## src/rtl/ahb_params_pkg.sv

```systemverilog
// ahb_params_pkg: AHB transfer/burst/response encodings and arbiter state
package ahb_params_pkg;
  typedef enum logic [1:0] {TRANS_IDLE, TRANS_BUSY, TRANS_NONSEQ, TRANS_SEQ} htrans_t;
  typedef enum logic [2:0] {
    BURST_SINGLE, BURST_INCR, BURST_WRAP4, BURST_INCR4,
    BURST_WRAP8, BURST_INCR8, BURST_WRAP16, BURST_INCR16
  } hburst_t;
  typedef enum logic [1:0] {RESP_OKAY, RESP_ERROR, RESP_RETRY, RESP_SPLIT} hresp_t;
  typedef enum logic [1:0] {ARB_IDLE, ARB_BURST, ARB_LOCK} arb_state_t;
  function automatic logic [3:0] burst_beats(logic [2:0] b);
    return b[2:1] == 2'b01 ? 4'd3 : b[2:1] == 2'b10 ? 4'd7 : b[2:1] == 2'b11 ? 4'd15 : 4'd0;
  endfunction
endpackage

```

## src/rtl/ahb_multi_arbiter_if.sv

```systemverilog
// ahb_multi_arbiter_if: request/grant and transfer-status signals seen by the arbiter
interface ahb_multi_arbiter_if import ahb_params_pkg::*; #(parameter int NO_OF_MASTERS = 4);
  localparam int MW = $clog2(NO_OF_MASTERS);
  logic [NO_OF_MASTERS-1:0] HBUSREQ;
  logic [NO_OF_MASTERS-1:0] HLOCK;
  logic [NO_OF_MASTERS-1:0] HSPLIT;
  htrans_t HTRANS;
  hburst_t HBURST;
  logic HREADY;
  hresp_t HRESP;
  logic [NO_OF_MASTERS-1:0] HGRANT;
  logic [MW-1:0] HMASTER;
  logic HMASTLOCK;
  modport master (
    output HBUSREQ, HLOCK, HSPLIT, HTRANS, HBURST, HREADY, HRESP,
    input HGRANT, HMASTER, HMASTLOCK
  );
  modport slave (
    input HBUSREQ, HLOCK, HSPLIT, HTRANS, HBURST, HREADY, HRESP,
    output HGRANT, HMASTER, HMASTLOCK
  );
endinterface

```

## src/rtl/ahb_rr_select.sv

```systemverilog
// ahb_rr_select: one-hot pick of eligible masters, lowest index or round-robin after pointer
module ahb_rr_select #(
  parameter int N = 4,
  parameter int W = $clog2(N)
) (
  input  logic [N-1:0] eligible,
  input  logic [W-1:0] pointer,
  input  logic         mode,
  output logic [N-1:0] grant
);
  logic [W-1:0] idx;
  logic found;
  always_comb begin
    grant = '0;
    found = 1'b0;
    idx = '0;
    for (int i = 0; i < N; i++) begin
      idx = W'(mode ? (int'(pointer) + 1 + i) % N : i);
      if (!found && eligible[idx]) begin
        grant[idx] = 1'b1;
        found = 1'b1;
      end
    end
  end
endmodule

```

## src/rtl/ahb_multi_arbiter.sv

```systemverilog
// ahb_multi_arbiter: AHB bus arbiter with burst tracking, locked sequences and split masking
module ahb_multi_arbiter import ahb_params_pkg::*; #(
  parameter int NO_OF_MASTERS = 4,
  parameter int ARB_MODE = 1,
  parameter int DEFAULT_MASTER = 0
) (
  input logic HCLK,
  input logic HRESETn,
  ahb_multi_arbiter_if.slave bus
);
  localparam int W = $clog2(NO_OF_MASTERS);
  localparam logic [NO_OF_MASTERS-1:0] DEF_GRANT = NO_OF_MASTERS'(1) << DEFAULT_MASTER;
  localparam logic [W-1:0] DEF_IDX = W'(DEFAULT_MASTER);
  arb_state_t state, state_nxt;
  logic [3:0] beat_cnt, beat_nxt;
  logic [NO_OF_MASTERS-1:0] split_mask, mask_nxt, eligible, sel, grant_nxt;
  logic [W-1:0] rr_ptr, gidx, sel_idx;
  logic split, term, rearb;
  ahb_rr_select #(.N(NO_OF_MASTERS), .W(W)) u_sel (
    .eligible(eligible),
    .pointer(rr_ptr),
    .mode(ARB_MODE != 0),
    .grant(sel)
  );
  always_comb begin
    gidx = '0;
    sel_idx = '0;
    for (int i = 0; i < NO_OF_MASTERS; i++) begin
      if (bus.HGRANT[i]) gidx = W'(i);
      if (sel[i]) sel_idx = W'(i);
    end
  end
  assign split = bus.HRESP == RESP_SPLIT;
  assign term = bus.HRESP != RESP_OKAY;
  assign mask_nxt = (split_mask | (bus.HREADY && split ? NO_OF_MASTERS'(1) << bus.HMASTER : '0)) & ~bus.HSPLIT;
  assign eligible = bus.HBUSREQ & ~mask_nxt;
  assign grant_nxt = rearb ? (|eligible ? sel : DEF_GRANT) : bus.HGRANT;
  always_comb begin
    state_nxt = state;
    beat_nxt = beat_cnt;
    rearb = 1'b0;
    if (bus.HLOCK[gidx] && !split) begin
      state_nxt = ARB_LOCK;
      beat_nxt = '0;
    end else if (term || state == ARB_LOCK) begin
      state_nxt = ARB_IDLE;
      beat_nxt = '0;
      rearb = 1'b1;
    end else if (bus.HTRANS == TRANS_BUSY) begin
      state_nxt = state;
    end else if (state == ARB_BURST && bus.HTRANS == TRANS_SEQ) begin
      beat_nxt = beat_cnt - 4'd1;
      rearb = beat_cnt == 4'd1;
      state_nxt = beat_cnt == 4'd1 ? ARB_IDLE : ARB_BURST;
    end else if (state == ARB_IDLE && bus.HTRANS == TRANS_NONSEQ && burst_beats(bus.HBURST) != 4'd0) begin
      state_nxt = ARB_BURST;
      beat_nxt = burst_beats(bus.HBURST);
    end else begin
      state_nxt = ARB_IDLE;
      beat_nxt = '0;
      rearb = 1'b1;
    end
  end
  always_ff @(posedge HCLK or negedge HRESETn) begin
    if (!HRESETn) begin
      state <= ARB_IDLE;
      beat_cnt <= '0;
      split_mask <= '0;
      rr_ptr <= DEF_IDX;
      bus.HGRANT <= DEF_GRANT;
      bus.HMASTER <= DEF_IDX;
      bus.HMASTLOCK <= 1'b0;
    end else begin
      split_mask <= mask_nxt;
      if (bus.HREADY) begin
        state <= state_nxt;
        beat_cnt <= beat_nxt;
        bus.HGRANT <= grant_nxt;
        bus.HMASTER <= gidx;
        bus.HMASTLOCK <= bus.HLOCK[gidx];
        if (rearb && |eligible) rr_ptr <= sel_idx;
      end
    end
  end
endmodule

```

## src/flat_wrapper.sv

```systemverilog
// flat-port wrapper written by rule: the top's interface ports become plain ports
module ahb_multi_arbiter_flat import ahb_params_pkg::*;
#(
  parameter int NO_OF_MASTERS = 4,
  parameter int ARB_MODE = 1,
  parameter int DEFAULT_MASTER = 0
)
  (HCLK, HRESETn, bus_HBUSREQ, bus_HLOCK, bus_HSPLIT, bus_HTRANS, bus_HBURST, bus_HREADY, bus_HRESP, bus_HGRANT, bus_HMASTER, bus_HMASTLOCK);
  ahb_multi_arbiter_if #(.NO_OF_MASTERS(NO_OF_MASTERS)) bus_i ();
  input logic HCLK;
  input logic HRESETn;
  input wire logic [$bits(bus_i.HBUSREQ)-1:0] bus_HBUSREQ;
  input wire logic [$bits(bus_i.HLOCK)-1:0] bus_HLOCK;
  input wire logic [$bits(bus_i.HSPLIT)-1:0] bus_HSPLIT;
  input wire logic [$bits(bus_i.HTRANS)-1:0] bus_HTRANS;
  input wire logic [$bits(bus_i.HBURST)-1:0] bus_HBURST;
  input wire logic [$bits(bus_i.HREADY)-1:0] bus_HREADY;
  input wire logic [$bits(bus_i.HRESP)-1:0] bus_HRESP;
  output wire logic [$bits(bus_i.HGRANT)-1:0] bus_HGRANT;
  output wire logic [$bits(bus_i.HMASTER)-1:0] bus_HMASTER;
  output wire logic [$bits(bus_i.HMASTLOCK)-1:0] bus_HMASTLOCK;
  assign bus_i.HBUSREQ = bus_HBUSREQ;
  assign bus_i.HLOCK = bus_HLOCK;
  assign bus_i.HSPLIT = bus_HSPLIT;
  assign bus_i.HTRANS = bus_HTRANS;
  assign bus_i.HBURST = bus_HBURST;
  assign bus_i.HREADY = bus_HREADY;
  assign bus_i.HRESP = bus_HRESP;
  assign bus_HGRANT = bus_i.HGRANT;
  assign bus_HMASTER = bus_i.HMASTER;
  assign bus_HMASTLOCK = bus_i.HMASTLOCK;
  ahb_multi_arbiter #(.NO_OF_MASTERS(NO_OF_MASTERS), .ARB_MODE(ARB_MODE), .DEFAULT_MASTER(DEFAULT_MASTER)) u_core (.HCLK(HCLK), .HRESETn(HRESETn), .bus(bus_i));
endmodule
```

## config.mk

```make
export PLATFORM = sky130hd
export DESIGN_NAME = ahb_multi_arbiter_flat
export DESIGN_NICKNAME = d
export VERILOG_FILES = /design/src/rtl/ahb_params_pkg.sv /design/src/rtl/ahb_multi_arbiter_if.sv /design/src/rtl/ahb_rr_select.sv /design/src/rtl/ahb_multi_arbiter.sv /design/src/flat_wrapper.sv
export SDC_FILE = /design/constraint.sdc
export NUM_CORES = 1
export LEC_CHECK = 0
export ABC_AREA = 1
export BUFFER_PORTS_ARGS = -buffer_cell sky130_fd_sc_hd__buf_2
export CAP_MARGIN = 20
export CORE_ASPECT_RATIO = 0.7
export CORE_MARGIN = 1.5
export CORE_UTILIZATION = 45
export CTS_CLUSTER_SIZE = 16
export DETAILED_ROUTE_END_ITERATION = 10
export PLACE_DENSITY = 0.66
export SYNTH_ARGS = -nofsm -noshare
export SYNTH_HDL_FRONTEND = slang
export SYNTH_SLANG_ARGS = --single-unit
```

## constraint.sdc

```tcl
create_clock -name HCLK -period 2.2 [get_ports HCLK]
set_clock_uncertainty 0.1 [all_clocks]
set_input_delay 0.11 -clock HCLK [delete_from_list [all_inputs] [get_ports HCLK]]
set_output_delay 0.11 -clock HCLK [all_outputs]
set_load 0.02 [all_outputs]
```

==> metrics.yaml, run 1 <==
status: "finished clean"
timing.rr.end: "u_core.rr_ptr[0]"
rsz0062_at_grt: "false"
synthToLayoutAreaGrowth_pct: 18.2
die-area_um2: 3680
drt_pre_antenna_iters: 6
worstRegToRegCells: 12
grt_max_degree: 20
crit_end: "u_core.rr_ptr[0]"
post-route-util_pct: 56.1
antenna_found_initial: 0
timing.final.crit_share_pct: 89.7
slew_violations: 0
rrSetupSlack_ns: 0.23
path_class: "reg -> reg"
critPathLaunchType: "flop"
place_congestion: 0.806
max_freq_mhz: 507
cts_tree: "yes"
netlist.top_cell.by_area: "dfrtp_1"
diodes: 0
powerDensity_nw_per_um2: 1180
avgSynthCellArea_um2: 7.43
place_hpwl_um: 2580
ir_drop_v: 0.000445
clock-sinks: 19
syn_inst: 201
period_minus_slack_ns: 1.97
die_y_um: 51.2
clk_latency_ns: 0.25
drv_cap: 0
ys_types: 29
hold_class: "in -> reg"
wl_um: 3180
finalSetupTns_ns: 0
h-tree-depth: 1
drc_errors: 0
setup_viol: 0
slew_headroom_pct: 72.4
synth_top_area_share_pct: 30.2
syn-cell-area_um2: 1490
io_buffers: 27
holdPathStages: 4
fp-row-count: 17
worstPathMaxFanout: 5
p_total_uw: 2080
ys_seq_area_share_pct: 31.9
overflow: 0
post_drt_wl_per_cell_um: 11.6
ys_ff_latch: 19
worstPathArrival_ns: 2.02
nets: 269
track_usage_pct: 20.0
initial_utilization_pct: 47.5
vias_per_cell: 5.01
endpoint_kind: "flop"
r2r-start: "u_core.rr_ptr[1]"
cts_post_setup_buffers_inserted: 0
antenna_left: 0
worstPathRequired_ns: 2.25
tightest_slew_ns: 0.414
clkSlewWorstSetupHoldPaths_ns: 0.07
grt_pass1_wl_um: 5710
first_global_vias: 1302
synth.top_cells.by_area: "dfrtp_1 30%, nand3_1 11%, nand2_1 9.5%, ha_1 7.5%, inv_1 5.5%"
syn_nets: 232
die_x_um: 71.9
hold_violations: 0
p_leak_uw: 0.000994
clock_path_buffers: 2
ios: 29
cp-startpoint: "u_core.rr_ptr[1]"
cts_made_buffers: 3
vias: 1379
core_um2: 3150
clock-root-buffer: "clkbuf_8"
drive_gt1_share_pct: 31.2
drtIter0Drc: 97
yosys_warnings: 0
## worst max-delay path: stages (launching register included)
cell and delay, ns:
dfrtp_1 0.43, inv_1 0.13, ha_1 0.38, inv_2 0.13, nand3_1 0.09, nand2_1 0.15, nand3_1 0.10, nand2_1 0.07
clkinv_1 0.07, nand3_2 0.07, inv_1 0.05, nand3_1 0.06, nand2_1 0.05
## cell usage in the layout (no fill, tap or decap), types with 6 or more instances in the layout
| master | netlist | routed |
|---|---|---|
| buf_2 | 0 | 27 |
| dfrtp_1 | 18 | 18 |
| ha_1 | 9 | 9 |
| inv_1 | 22 | 21 |
| inv_2 | 8 | 9 |
| nand2_1 | 38 | 38 |
| nand2_2 | 12 | 12 |
| nand3_1 | 32 | 32 |
| nand3_2 | 6 | 6 |
| nor2_1 | 14 | 14 |
| o21ai_1 | 6 | 6 |
## cell type report
| cell class | instances | area [um2] |
|---|---|---|
| Multi-Input combinational cell | 149 | 891 |
| Fill cell | 324 | 1380 |
| Timing Repair Buffer | 32 | 178 |
| Sequential cell | 19 | 477 |
| Inverter | 33 | 126 |
| Clock inverter | 1 | 5.00 |
| Clock buffer | 3 | 41.3 |
| Tap cell | 38 | 47.5 |
## synth_stat cells (all sizes together)
| library cell | count |
|---|---|
| nand2 | 54 |
| nand3 | 38 |
| inv | 31 |
| dfrtp | 18 |
| nor2 | 16 |
| o21ai | 12 |
| ha | 9 |
| o21bai | 5 |
| a21oi | 4 |
| o22ai | 3 |
| clkinv | 2 |
| nand3b | 2 |
| a31oi | 1 |
| dfstp | 1 |
| nand4 | 1 |
| nor3 | 1 |
| o211ai | 1 |
| o31ai | 1 |
| xnor2 | 1 |
## repair_timing
action | 4_1_cts | 5_1_grt
hold buffers | 2 | 0
endpoints found under the hold margin | 19 | 0
gates resized for setup | 0 | 1
endpoints found under the setup margin | 0 | 1
## report_power, final
| group | switching [uW] | leakage [uW] | internal, uW | total, uW |
|---|---|---|---|---|
| logic | 878 | 0.000718 | 462 | 1340 |
| registers | 65.3 | 0.000250 | 441 | 506 |
| clock network | 108 | 0.0000255 | 126 | 234 |
| total | 1050 | 0.000994 | 1030 | 2080 |
## per-layer routing
metal  global-route usage, %  vias to the layer above  part of all wire (%)
met5                       0                        -                     0
met3                    4.54                        9                   5.2
met2                    29.0                       42                    40
li1                        -                      725                     -
met1                    29.0                      603                    53
met4                    6.92                        0                   1.7
## metrics by stage
stage          area, um2  cells  hold WS [ns]  worst slack, ns
2_1_floorplan       1490    201        -0.286            0.354
3_3_place_gp        1700    269       -0.0315            0.250
3_5_place_dp        1700    269       -0.0343            0.197
4_1_cts             1770    275        0.0159            0.185
5_1_grt             1770    275        0.0256           0.0213
6_report            1770    275        0.0226            0.228
## logic make-up after synthesis
| family | Yosys count | share of synthesized area, % |
|---|---|---|
| simple gates | 112 | 39.7 |
| fa+ha+maj | 9 | 7.54 |
| buf+inv | 33 | 8.46 |
| flops | 19 | 31.9 |
| compound gates | 27 | 11.8 |
| xor+xnor | 1 | 0.586 |
## how the worst min path moves through the flow
stage                             start  slack (ns)                   end
after floorplan                 HRESETn       -0.29    u_core.beat_cnt[0]
after global placement          HRESETn       -0.03    u_core.beat_cnt[3]
after detailed placement        HRESETn       -0.03    u_core.beat_cnt[3]
after CTS                 bus_HSPLIT[1]        0.02  u_core.split_mask[1]
after global routing      bus_HSPLIT[1]        0.03  u_core.split_mask[1]
final                     bus_HSPLIT[1]        0.02  u_core.split_mask[1]
## sequential cells by signal (all words and copies together), names as in the netlist
signal / flops
u_core.split_mask: 4
u_core.bus.HMASTER: 2
u_core.bus.HGRANT: 4
u_core.bus.HMASTLOCK: 1
u_core.beat_cnt: 4
u_core.state: 2
u_core.rr_ptr: 2
No activity file was read; power rests on OpenSTA's default activity.
==> run 2: changes to the inputs <==
--- a/config.mk
+++ b/config.mk
@@ -5,7 +5,6 @@
 export SDC_FILE = /design/constraint.sdc
 export NUM_CORES = 1
 export LEC_CHECK = 0
-export ABC_AREA = 1
 export BUFFER_PORTS_ARGS = -buffer_cell sky130_fd_sc_hd__buf_2
 export CAP_MARGIN = 20
 export CORE_ASPECT_RATIO = 0.7
==> run 2 against run 1 <==
Compared with the run above:
- design area up 26%
- the run now ends with negative setup slack left
- critical path depth is 4 lower
- sequential power up 5.9%
==> metrics.yaml, run 2 <==
status: "finished, violations left"
violations: "negative setup slack"
h-tree-depth: 1  # unchanged
ys_seq_area_share_pct: 30.3  # -1.6 points
slew_violations: 0  # unchanged
synth-simple-area-share_pct: 26.0  # -14 points
yosys-mux-area-fraction_pct: 7.63  # +7.6 points
critPathLaunchType: "flop"
die_x_um: 73.7  # +2.6%
clkSlewWorstSetupHoldPaths_ns: 0.08  # about the same
vias_per_cell: 6.01  # +20%
overflow: 0  # unchanged
rsz0062_at_grt: "true"
clk_latency_ns: 0.26  # about the same
synthToLayoutAreaGrowth_pct: 41.5
worstPathArrival_ns: 2.79  # +0.77 ns
period_minus_slack_ns: 2.71  # +0.740 ns
drtIter0Drc: 230  # +140%
syn-cell-area_um2: 1580  # +5.4%
setup_viol: 6  # +6
syn_nets: 203  # -13%
drv_cap: 0  # unchanged
track_usage_pct: 28.4  # +8.4 points
wl_um: 5070  # +59%
max_freq_mhz: 369  # -27%
p_leak_uw: 0.00104  # +4.5%
placed_area_um2: 2060  # +22%
synthAdderAreaFrac_pct: 7.15  # -0.39 points
worstPathRequired_ns: 2.27  # +0.02 ns
timing.final.crit_share_pct: 123  # +34 points
seq_area_um2: 479  # +0.53%
largestRegisters: "u_core.beat_cnt x4, u_core.bus.HGRANT x4, u_core.split_mask x4"
slew_headroom_pct: 67.5  # -4.9 points
synth.most_common_cell: "nor2_1"
place_hpwl_um: 3760  # +46%
die-area_um2: 3870  # +5.2%
vias: 1773  # +29%
hold_violations: 0  # unchanged
layout_common_cells: "44 x buf_4, 27 x buf_2, 24 x nor2_1"
worstPathMaxFanout: 5  # unchanged
drc_errors: 0  # unchanged
fin_ws_ns: -0.512  # -0.740 ns
yosys_warnings: 0  # unchanged
clock-sinks: 19  # unchanged
syn_inst: 172  # -14%
ios: 29  # unchanged
die_y_um: 52.5  # +2.5%
powerDensity_nw_per_um2: 1190  # +1.1%
rrSetupSlack_ns: -0.51  # -0.74 ns
synth_edf_count: 0  # unchanged
synthFlopType: "dfrtp_1"
grt_max_degree: 20  # unchanged
post_drt_wl_per_cell_um: 17.2  # +49%
path_class: "reg -> reg"
antenna_left: 0  # unchanged
placed_cells: 282  # +4.8%
synthTopCellsByCount: "24 x nor2_1, 18 x dfrtp_1, 13 x a21oi_1"
synth_top_family_by_area: "simple AND/OR/NAND/NOR gates"
antenna_found_initial: 0  # unchanged
avgSynthCellArea_um2: 9.16  # +23%
finalSetupTns_ns: -2.32  # -2.32 ns
io_buffers: 27  # unchanged
ir_drop_v: 0.000713  # +60%
grt_pass1_wl_um: 8140  # +42%
cts_tree: "yes"
drt_pre_antenna_iters: 5  # -1
nets: 280  # +4.1%
n_fill_cell: 279  # -14%
place_congestion: 0.870  # +7.9%
ys_ff_latch: 19  # unchanged
first_global_vias: 1685  # +29%
core_um2: 3230  # +2.7%
synthXorXnorAreaFrac_pct: 0  # -0.59 points
cts_made_buffers: 3  # unchanged
fin_cells: 295  # +7.3%
diodes: 0  # unchanged
fp-row-count: 17  # unchanged
clock_path_buffers: 2  # unchanged
synth_top_area_share_pct: 28.6  # -1.6 points
synth_compound_area_share_pct: 25.7  # +14 points
netlist.top_cell.by_area: "dfrtp_1"
async_reset_ff_share_pct: 100  # unchanged
clock-root-buffer: "clkbuf_8"
synth.top_cells.by_area: "dfrtp_1 29%, ha_1 7.1%, mux4_2 5.7%, nor2_1 5.7%, a21oi_1 4.1%"
multi_input_area_um2: 1100  # +23%
design_area_um2: 2230  # +26%
tightest_slew_ns: 0.488  # +0.0739 ns
ys_types: 47  # +62%
initial_utilization_pct: 48.7  # +1.3 points
hold_class: "in -> reg"
final_common_cell: "buf_4"
endpoint_kind: "flop"
drive_gt1_share_pct: 38.7  # +7.5 points
==> run 2: changes by cell type in the layout (fill, tap and decap cells not counted), sizes merged, moves of 5 or more <==
cell,previous run,this run
buf,30,73
and2,0,5
nand3,38,3
o21bai,5,0
o21ai,12,4
nor2,16,24
a21oi,4,13
nand2,54,10
nand2b,0,6
inv,31,8
==> run 2: worst max-delay path, stage by stage (launching register included) <==
cell      delay [ns]
dfrtp_1         0.38
buf_6           0.12
nand4_4         0.11
o311a_1         0.36
mux4_2          0.54
nor4_4          0.32
a222oi_1        0.17
a221o_1         0.36
a31oi_1         0.15
==> run 2: worst paths after layout <==
path / start / to / cells after the start
min: bus_HSPLIT[1] / u_core.split_mask[1] / 3
min reg2reg: u_core.bus.HGRANT[0] / u_core.bus.HGRANT[0] / 2
max reg2reg: u_core.bus.HMASTER[0] / u_core.rr_ptr[0] / 8
max in group asynchronous: HRESETn / u_core.rr_ptr[0] / 2
min in group asynchronous: HRESETn / u_core.state[1] / 2
max: u_core.bus.HMASTER[0] / u_core.rr_ptr[0] / 8
==> run 2: area by class of cell <==
type                            instances  share of cell area, %
Multi-Input combinational cell        141                   49.2
Timing Repair Buffer                   76                   23.2
Sequential cell                        19                   21.5
Tap cell                               47                   2.64
Clock buffer                            4                   2.02
Inverter                                8                   1.46
==> run 2: cells by family (layout without fill, tap and decap cells) <==
kind of cell / after synthesis / in the layout
AO/OA/AOI/OAI: 54 / 54
adder cells (fa/ha/maj): 9 / 9
buffers and inverters: 12 / 88
flip-flops: 19 / 19
multiplexers: 7 / 7
AND/OR/NAND/NOR: 71 / 71
==> run 2: metal layers <==
metal	vias up	share of wire [%]	global-route usage (%)
met3	13	8.6	6.15
met2	95	46	45.3
li1	815	-	-
met1	850	44	39.5
met4	0	1.5	5.86
met5	-	0	0
==> run 2: metrics by stage <==
| stage | hold slack [ns] | util [%] | worst slack (ns) | total power [uW] |
|---|---|---|---|---|
| finish | 0.0437 | 69.0 | -0.512 | 2650 |
| global route | 0.0579 | 69.0 | -0.534 | 2800 |
| floorplan | -0.286 | - | -0.478 | 1580 |
| CTS | 0.0384 | 67.9 | -0.477 | 2580 |
| detailed placement | -0.00685 | 63.9 | -0.471 | 2140 |
| global placement | -0.0199 | 63.9 | -0.346 | 2070 |
==> run 2: timing repair <==
action                                  CTS  global route
hold buffers                              3             0
setup buffers                             4             2
endpoints found under the hold margin    20             0
resized for setup                         7             5
endpoints found under the setup margin    6             6
pin swaps                                 3             5
==> run 2: report_power, final <==
group	switching [uW]	leakage (uW)	internal (uW)
logic	928	0.000775	934
clock network	128	0.0000228	129
registers	93.4	0.000242	443
==> run 3: changes to the inputs <==
==> constraint.sdc (replaced) <==
create_clock -name HCLK -period 3.3 [get_ports HCLK]
set_clock_uncertainty 0.1 [all_clocks]
set_input_delay 0.165 -clock HCLK [delete_from_list [all_inputs] [get_ports HCLK]]
set_output_delay 0.165 -clock HCLK [all_outputs]
set_load 0.02 [all_outputs]
==> run 3 against run 2 <==
Compared with the run above:
- the run now ends clean
- worst setup slack improved by 0.85 ns
- hold slack worse by 0.029 ns
- core utilization shrank 12 points
==> metrics.yaml, run 3 (same netlist as run 2, synthesis figures left out) <==
track_usage_pct: 22.2  # -6.2 points
final_common_cell: "buf_2"
worstPathArrival_ns: 3.03  # +0.24 ns
p_leak_uw: 0.000820  # -21%
grt_max_degree: 20  # unchanged
worstPathMaxFanout: 13  # +8
tightest_slew_ns: 0.677  # +0.190 ns
crit_chain: "inv_1, ha_1, nor4bb_1, o32a_1, o22a_1, nor4_4, a222oi_1, a221o_1, a31oi_1"
period_minus_slack_ns: 2.96  # +0.247 ns
finalSetupTns_ns: 0  # +2.32 ns
wl_um: 3880  # -23%
diodes: 0  # unchanged
slew_violations: 0  # unchanged
design_area_um2: 1830  # -18%
ios: 29  # unchanged
overflow: 0  # unchanged
ir_drop_v: 0.000294  # -59%
endpoint_kind: "flop"
rsz0062_at_grt: "false"
drtIter0Drc: 76  # -67%
cp_num_cells: 9  # +1
drt_pre_antenna_iters: 4  # -1
layout_common_cells: "27 x buf_2, 24 x nor2_1, 18 x dfrtp_1"
max_freq_mhz: 338  # -8.3%
clk_latency_ns: 0.25  # about the same
worstPathRequired_ns: 3.37  # +1.10 ns
synthToLayoutAreaGrowth_pct: 16.0
whs_ns: 0.0142  # -0.0294 ns
holdPathStages: 2  # -1
io_buffers: 27  # unchanged
h-tree-depth: 1  # unchanged
placed_area_um2: 1760  # -15%
antenna_found_initial: 0  # unchanged
crit_buf_inv: 1  # unchanged
nets: 235  # -16%
post-route-util_pct: 56.5  # -12 points
hold_class: "in -> reg"
clkSlewWorstSetupHoldPaths_ns: 0.07  # about the same
post_drt_wl_per_cell_um: 15.5  # -9.7%
timing.final.crit_share_pct: 89.7  # -34 points
path_class: "reg -> reg"
r2r-start: "u_core.rr_ptr[1]"
largestRegisters: "u_core.beat_cnt x4, u_core.bus.HGRANT x4, u_core.split_mask x4"
cts_made_buffers: 3  # unchanged
hold_violations: 0  # unchanged
core_um2: 3230  # unchanged
clock-sinks: 19  # unchanged
antenna_left: 0  # unchanged
status: "finished clean"
slew_headroom_pct: 54.1  # -13 points
place_hpwl_um: 3090  # -18%
worstRegToRegCells: 9  # +1
rrSetupSlack_ns: 0.34  # +0.85 ns
initial_utilization_pct: 48.7  # unchanged
first_global_vias: 1373  # -19%
clock-root-buffer: "clkbuf_8"
clock_path_buffers: 2  # unchanged
grt_pass1_wl_um: 6550  # -20%
cts_tree: "yes"
timing.rr.end: "u_core.rr_ptr[0]"
vias_per_cell: 5.88  # -2.2%
die-area_um2: 3870  # unchanged
cp-startpoint: "u_core.rr_ptr[1]"
powerDensity_nw_per_um2: 756  # -37%
path_delay_family: "compound AO/OA/AOI/OAI gates"
cts_resized: 0  # -7
critPathLaunchType: "flop"
drv_cap: 0  # unchanged
die_x_um: 73.7  # unchanged
cpMaxStageDelayCell: "ha_1"
vias: 1470  # -17%
crit_end: "u_core.rr_ptr[0]"
max_stage_delay_ns: 0.44  # -0.10 ns
drive_gt1_share_pct: 20.7  # -18 points
place_congestion: 0.883  # +1.5%
fp-row-count: 17  # unchanged
drc_errors: 0  # unchanged
setup_viol: 0  # -6
n_fill_cell: 317  # +14%
die_y_um: 52.5  # unchanged
==> run 3: power breakdown <==
| part | internal [uW] | switching (uW) | total [uW] |
|---|---|---|---|
| logic | 373 | 486 | 858 |
| registers | 293 | 68.9 | 362 |
| clock network | 85.7 | 75.0 | 161 |
| total | 751 | 630 | 1380 |
==> run 3: repair_timing <==
item                                   in CTS  in global routing
endpoints found under the hold margin      19                  0
buffers inserted                            0                  0
hold buffers                                2                  0
==> run 3: per-layer routing <==
metal / up-vias / wire [um] / GRT usage, %
met1: 715 / 2020 / 33.1
met5: - / 0 / 0
li1: 725 / - / -
met2: 30 / 1670 / 33.3
met4: 0 / 0 / 1.54
met3: 0 / 186 / 5.77
==> run 3: metrics by stage <==
stage,cells,setup WS [ns],total power (uW)
2_1_floorplan,172,0.380,1000
3_3_place_gp,244,0.424,1180
3_5_place_dp,244,0.369,1210
4_1_cts,250,0.348,1380
5_1_grt,250,0.103,1490
6_report,250,0.341,1380
==> run 3: layout make-up <==
type                            instances  area (um2)  area share, %
Tap cell                               47        58.8           3.22
Multi-Input combinational cell        141        1050           57.3
Sequential cell                        19         477           26.1
Inverter                                8        30.0           1.64
Timing Repair Buffer                   31         170           9.32
Clock buffer                            4        45.0           2.47
==> run 3: worst min path at each step <==
| stage | startpoint | slack [ns] | to |
|---|---|---|---|
| 3_3_place_gp | HRESETn | 0.02 | u_core.state[0] |
| 2_1_floorplan | HRESETn | -0.23 | u_core.beat_cnt[0] |
| 3_5_place_dp | HRESETn | 0.03 | u_core.state[1] |
| 4_1_cts | bus_HSPLIT[0] | 0.007 | u_core.split_mask[0] |
| 5_1_grt | bus_HSPLIT[0] | 0.01 | u_core.split_mask[0] |
| 6_report | bus_HSPLIT[2] | 0.01 | u_core.split_mask[2] |
